### src/rtl/dpm_pkg.sv
// Shared types and defaults for the DPM request scheduler: power-state encoding,
// default parameter values and state-to-enable decode helpers.
package dpm_pkg;

  localparam int DPM_STATE_W = 2;

  typedef enum logic [DPM_STATE_W-1:0] {
    ST_ACTIVE = 2'b00,
    ST_IDLE   = 2'b01,
    ST_SLEEP  = 2'b10,
    ST_WAKE   = 2'b11
  } pwr_state_t;

  localparam int DPM_N_REQ_DEF         = 4;
  localparam int DPM_WAKE_LAT_DEF      = 3;
  localparam int DPM_IDLE_TIMEOUT_DEF  = 8;
  localparam int DPM_SLEEP_TIMEOUT_DEF = 16;
  localparam int DPM_CNT_W_DEF         = 8;
  localparam int DPM_WAKE_CNT_W        = 16;

  // Datapath enables are pure functions of the power state.
  function automatic logic dpm_clk_en(input pwr_state_t s);
    return (s == ST_ACTIVE);
  endfunction

  function automatic logic dpm_pwr_en(input pwr_state_t s);
    return (s != ST_SLEEP);
  endfunction

endpackage

### src/rtl/dpm_rr_arb.sv
// Combinational round-robin pick: first set request at or after the pointer,
// wrapping from N_REQ-1 back to 0. Returns one-hot, valid and index.
module dpm_rr_arb
  import dpm_pkg::*;
#(
  parameter int N_REQ = DPM_N_REQ_DEF,
  parameter int IDX_W = $clog2(N_REQ)
) (
  input  logic [N_REQ-1:0] i_req,
  input  logic [IDX_W-1:0] i_ptr,
  output logic [N_REQ-1:0] o_onehot,
  output logic             o_valid,
  output logic [IDX_W-1:0] o_idx
);

  // One extra bit so ptr + offset can exceed N_REQ before the wrap.
  logic [IDX_W:0] w_pos;

  always_comb begin
    o_onehot = '0;
    o_valid  = 1'b0;
    o_idx    = '0;
    w_pos    = '0;
    for (int i = 0; i < N_REQ; i++) begin
      w_pos = {1'b0, i_ptr} + (IDX_W+1)'(i);
      if (w_pos >= (IDX_W+1)'(N_REQ)) begin
        w_pos = w_pos - (IDX_W+1)'(N_REQ);
      end
      if (!o_valid && i_req[w_pos[IDX_W-1:0]]) begin
        o_valid                     = 1'b1;
        o_onehot[w_pos[IDX_W-1:0]]  = 1'b1;
        o_idx                       = w_pos[IDX_W-1:0];
      end
    end
  end

endmodule

### src/rtl/dpm_req_scheduler.sv
// Power-mode sequencer (SLEEP/WAKE/ACTIVE/IDLE) with round-robin datapath grant.
// Optional saturating SLEEP->WAKE counter on wake_cnt when DPM_WAKE_CNT_EN is defined.
module dpm_req_scheduler
  import dpm_pkg::*;
#(
  parameter int N_REQ         = DPM_N_REQ_DEF,
  parameter int WAKE_LAT      = DPM_WAKE_LAT_DEF,
  parameter int IDLE_TIMEOUT  = DPM_IDLE_TIMEOUT_DEF,
  parameter int SLEEP_TIMEOUT = DPM_SLEEP_TIMEOUT_DEF,
  parameter int CNT_W         = DPM_CNT_W_DEF
) (
  input  logic                   clk,
  input  logic                   rst,
  input  logic [N_REQ-1:0]       req,
  input  logic [N_REQ-1:0]       done,
  output logic [N_REQ-1:0]       grant,
  output logic [DPM_STATE_W-1:0] pwr_state,
  output logic                   clk_en,
  output logic                   pwr_en
`ifdef DPM_WAKE_CNT_EN
  ,
  output logic [DPM_WAKE_CNT_W-1:0] wake_cnt
`endif
);

  localparam int IDX_W = $clog2(N_REQ);

  pwr_state_t       r_state,   w_state_nxt;
  logic [CNT_W-1:0] r_cnt,     w_cnt_nxt;
  logic [N_REQ-1:0] r_grant,   w_grant_nxt;
  logic [IDX_W-1:0] r_gnt_idx, w_gnt_idx_nxt;
  logic [IDX_W-1:0] r_ptr,     w_ptr_nxt;

  logic [N_REQ-1:0] w_arb_onehot;
  logic             w_arb_valid;
  logic [IDX_W-1:0] w_arb_idx;
  logic             w_req_any;
  logic             w_busy;
  logic [CNT_W-1:0] w_cnt_inc;

  dpm_rr_arb #(
    .N_REQ (N_REQ),
    .IDX_W (IDX_W)
  ) u_arb (
    .i_req    (req),
    .i_ptr    (r_ptr),
    .o_onehot (w_arb_onehot),
    .o_valid  (w_arb_valid),
    .o_idx    (w_arb_idx)
  );

  assign w_req_any = |req;
  assign w_busy    = w_req_any || (|r_grant);
  assign w_cnt_inc = (r_cnt == {CNT_W{1'b1}}) ? r_cnt : r_cnt + CNT_W'(1);

  always_ff @(posedge clk or posedge rst) begin
    if (rst) begin
      r_state   <= ST_SLEEP;
      r_cnt     <= '0;
      r_grant   <= '0;
      r_gnt_idx <= '0;
      r_ptr     <= '0;
    end else begin
      r_state   <= w_state_nxt;
      r_cnt     <= w_cnt_nxt;
      r_grant   <= w_grant_nxt;
      r_gnt_idx <= w_gnt_idx_nxt;
      r_ptr     <= w_ptr_nxt;
    end
  end

  // Grant/done handshake: grant[i] stays high until a cycle where done[i] is seen
  // while grant[i]=1; grant drops the next cycle and other done bits are ignored.
  always_comb begin
    w_state_nxt   = r_state;
    w_cnt_nxt     = r_cnt;
    w_grant_nxt   = r_grant;
    w_gnt_idx_nxt = r_gnt_idx;
    w_ptr_nxt     = r_ptr;
    case (r_state)
      ST_SLEEP: begin
        if (w_req_any) begin
          w_state_nxt = ST_WAKE;
          w_cnt_nxt   = CNT_W'(WAKE_LAT);
        end
      end
      ST_WAKE: begin
        if (r_cnt <= CNT_W'(1)) begin
          w_state_nxt = ST_ACTIVE;
          w_cnt_nxt   = '0;
        end else begin
          w_cnt_nxt   = r_cnt - CNT_W'(1);
        end
      end
      ST_ACTIVE: begin
        if (|r_grant) begin
          if (|(done & r_grant)) begin
            w_grant_nxt = '0;
            w_ptr_nxt   = (r_gnt_idx == IDX_W'(N_REQ-1)) ? '0 : r_gnt_idx + IDX_W'(1);
          end
        end else if (w_arb_valid) begin
          w_grant_nxt   = w_arb_onehot;
          w_gnt_idx_nxt = w_arb_idx;
        end
        // Grant is always zero when the idle timeout can fire.
        if (w_busy) begin
          w_cnt_nxt = '0;
        end else if (r_cnt >= CNT_W'(IDLE_TIMEOUT-1)) begin
          w_state_nxt = ST_IDLE;
          w_cnt_nxt   = '0;
        end else begin
          w_cnt_nxt = w_cnt_inc;
        end
      end
      ST_IDLE: begin
        if (w_req_any) begin
          w_state_nxt = ST_ACTIVE;
          w_cnt_nxt   = '0;
        end else if (r_cnt >= CNT_W'(SLEEP_TIMEOUT-1)) begin
          w_state_nxt = ST_SLEEP;
          w_cnt_nxt   = '0;
        end else begin
          w_cnt_nxt = w_cnt_inc;
        end
      end
      default: begin
        w_state_nxt = ST_SLEEP;
        w_cnt_nxt   = '0;
        w_grant_nxt = '0;
      end
    endcase
  end

  assign grant     = r_grant;
  assign pwr_state = r_state;
  assign clk_en    = dpm_clk_en(r_state);
  assign pwr_en    = dpm_pwr_en(r_state);

`ifdef DPM_WAKE_CNT_EN
  logic [DPM_WAKE_CNT_W-1:0] r_wake_cnt;

  always_ff @(posedge clk or posedge rst) begin
    if (rst) begin
      r_wake_cnt <= '0;
    end else if ((r_state == ST_SLEEP) && (w_state_nxt == ST_WAKE) &&
                 (r_wake_cnt != {DPM_WAKE_CNT_W{1'b1}})) begin
      r_wake_cnt <= r_wake_cnt + DPM_WAKE_CNT_W'(1);
    end
  end

  assign wake_cnt = r_wake_cnt;
`endif

endmodule
### config.mk
export PLATFORM = sky130hd
export DESIGN_NAME = dpm_req_scheduler
export DESIGN_NICKNAME = d
export VERILOG_FILES = /design/src/rtl/dpm_pkg.sv /design/src/rtl/dpm_rr_arb.sv /design/src/rtl/dpm_req_scheduler.sv
export SDC_FILE = /design/constraint.sdc
export NUM_CORES = 1
export LEC_CHECK = 0
export CAP_MARGIN = 10
export CORE_UTILIZATION = 59
export CTS_CLUSTER_DIAMETER = 50
export DETAILED_ROUTE_END_ITERATION = 10
export GPL_ROUTABILITY_DRIVEN = 1
export HOLD_SLACK_MARGIN = 0.06
export PLACE_DENSITY = 0.84
export SETUP_SLACK_MARGIN = 0.02
export SYNTH_ARGS = -nofsm -noshare
export SYNTH_HDL_FRONTEND = slang
export SYNTH_SLANG_ARGS = --single-unit
### constraint.sdc
create_clock -name clk -period 5.7 [get_ports clk]
set_clock_uncertainty 0.05 [all_clocks]
set_input_delay 0.57 -clock clk [delete_from_list [all_inputs] [get_ports clk]]
set_output_delay 0.57 -clock clk [all_outputs]
set_load 0.02 [all_outputs]
==> results.md <==
- Cells after Synth: between 150 and 200
- # hold bufs at CTS: 0
- P&R area growth vs syn: 13.5%
- Clock sinks: 18
- Die Ht: 52.5 um
- First-pass GRT wire length: 5.74 mm
- Syn Nets: 185
- Slowest stage cell, crit path: dfrtp_1
- Status: finished clean
- N_diodes: 0
- Post-layout nets: 199
- Synth Area in Compound Gates: 0.279
- Post-synthesis cell type count: 45
- RSZ-0062 raised after global routing: false
- Final hold vios: 0
- Root Buffer: clkbuf_4
- CTS tree: done
- Grt total ovfl: 0
- Synth area leader: dfrtp_1
- Post-synthesis simple-gate area fraction: 0.188
- Clock transition at the registers of the reported paths: roughly 0.1 ns
- Drt drc: 0
- Crit end category: flip-flop
- Post-route insts no fill: 204
- Layout cell share with drive strength beyond 1: 0.102
- Post-synth top cells: dfrtp_1, nor2_1, ha_1
- Design Area, Final: between 1500 and 2000 um^2
- Vias in the first global route: 1,309
- DR pass1 iterations: 4
- Post-route ant nets: 0
- Met3 wire len: 318 um
- Top-area cell type share of the netlist area: 0.283
- Initial Utilization: 0.655
- Highest routed layer: met4
- Max rail drop VDD: 454 uV
- Mux share of post-synthesis cell area: 0.0881
- Post-synthesis xor/xnor area fraction: 0
- Via count of the routed design: 1,429
- Pwr per Cell Area: 406 nW/um^2
- Synth Flop Type: dfrtp_1
- Final Util: 0.744
- Fin crit period: 3.32 ns
- Crit path DAT: 3.47 ns
- Wl on met1: between 1 and 1.5 mm
- Placed cell area: 1670 um^2
- Post-route worst setup slack: 2.38 ns
- Gpl congestion: 0.906
- Max Freq: 0.301 GHz
- Mapped Area: 1510 um^2
- Top post-synthesis cells by area: dfrtp_1, ha_1, mux4_2
- Post-synthesis adder-cell area fraction: 0.0998
- CP max stage delay: 0.72 ns
- Max clock buf depth: 2
- Final Cycle Share: 0.582
- Worst-Margin Slew: around 0.96 ns
- Final setup fails: 0
- Hold slack: ~0.45 ns
- WP buf/inv: 1
- Worst hold path class: reg2reg
- Met2 WL: 1.65 mm
- Largest net degree at the start of global routing: 19
- Post-synth EDFFs: 0
- Pre-CTS setup slack: roughly 2.4 ns
- Gates resized, CTS repair: 0
- DRT iter0 DRCs: 82
- Die ar.: around 2800 um^2
- Yosys reg bits: 18
- Placed cell count: 200
- YS warnings: 0
- Pleak: between 0.7 and 0.8 nW
- Final Max Tran Viols: 0
- Async SR Flop Fraction: 1.00
- Post-DR wirelength/cell: 17.1 um
- CP cell instances: inv_1, ha_1, mux4_2, or3_4, nor3_4, o21bai_1, a221oi_1
- Syn_area_per_cell: roughly 9 um^2
- Req. time, crit path: ~6 ns
- Setup crit start kind: flip-flop
- Design Power: between 0.6 and 0.7 mW
- Max Cap Viol: 0
- Cts bufs inserted: 3
- Die width: between 50 and 60 um
- Clock latency on the worst-skew pair: 0.29 ns
- Largest family of logic cells by synthesized area: compound AO/OA/AOI/OAI gates
- Placement Rows: 17
- Core Box Area: 2300 um^2
- WS Path Type: reg2reg
- Final setup TNS: 0 ns
- Io pins: 18
- Routed wire length: 3.49 mm
- Fillers: 176
- Port Buffer Count: 17
- Via/cell ratio: 7.00
- Most frequent cell after synthesis: dfrtp_1
- Gr usage total: 0.282
- CP top delay family: simple AND/OR/NAND/NOR gates
- Post-CTS Setup Bufs: 0
- H-tree levels: 1
- CP max FO: 16
- Worst slew margin: 0.351
- Initial antenna violation count: 0
- HPWL after DPL: 2.65 mm
- Seq/Total Area, Yosys: 0.300
## kinds of logic after synthesis
logic type	Yosys count
AND/OR/NAND/NOR	51
flip-flops	18
adder cells (fa/ha/maj)	12
buffers and inverters	16
AO/OA/AOI/OAI	58
multiplexers	8
## worst reg2reg max path, stage by stage, from the launching register on
cell and delay (ns):
dfrtp_1 0.72, inv_1 0.20, ha_1 0.43, mux4_2 0.63
or3_4 0.45, nor3_4 0.33, o21bai_1 0.13, a221oi_1 0.28
## cell usage in the layout, fill, tap and decap left out, drive strengths merged, types with 4 or more instances in the layout
| cell type | n |
|---|---|
| dfrtp | 17 |
| clkdlybuf4s50 | 17 |
| nor2 | 13 |
| ha | 12 |
| nand2 | 9 |
| o21ai | 9 |
| a22oi | 8 |
| inv | 8 |
| a21oi | 8 |
| a221oi | 6 |
| o31ai | 6 |
| nor2b | 5 |
| nand3 | 5 |
| nor3 | 5 |
| mux4 | 4 |
| nor4 | 4 |
| clkbuf | 4 |
## cell type report
type	count	area [um^2]	area share
clock buffer	4	36.3	0.0212
tap	28	35.0	0.0205
inverter	8	30.0	0.0176
multi-input combinational	129	986	0.577
timing repair buffer	17	170	0.0996
sequential	18	452	0.264
## where the power goes
group	internal, mW	leakage [nW]	switching [mW]
sequential	0.155	0.237	0.0509
clock	0.0389	0.0210	0.0413
combinational	0.186	0.474	0.222
total	0.380	0.732	0.315
## registers in the layout, summed over array words and instances (netlist names)
| name | cells |
|---|---|
| pwr_state | 2 |
| grant | 4 |
| r_cnt | 8 |
| r_ptr | 2 |
| r_gnt_idx | 2 |
## path summary, 6_finish.rpt
| kind | to | slack (ns) | from | cells after the start |
|---|---|---|---|---|
| setup / recovery | r_cnt[3] | 2.38 | r_ptr[0] | 7 |
| hold / removal | r_ptr[0] | 0.45 | r_gnt_idx[0] | 1 |
| setup reg to reg | r_cnt[3] | 2.38 | r_ptr[0] | 7 |
| hold reg to reg | r_ptr[0] | 0.45 | r_gnt_idx[0] | 1 |
| max in group asynchronous | r_cnt[3] | 4.52 | rst | 2 |
| min in group asynchronous | grant[1] | 0.63 | rst | 2 |
## metal layers
layer / up-vias / track usage
met5: - / 0
met4: 0 / 0.0746
met3: 6 / 0.0609
met2: 78 / 0.462
met1: 680 / 0.376
li1: 665 / -
No activity file was read; power rests on OpenSTA's default activity.
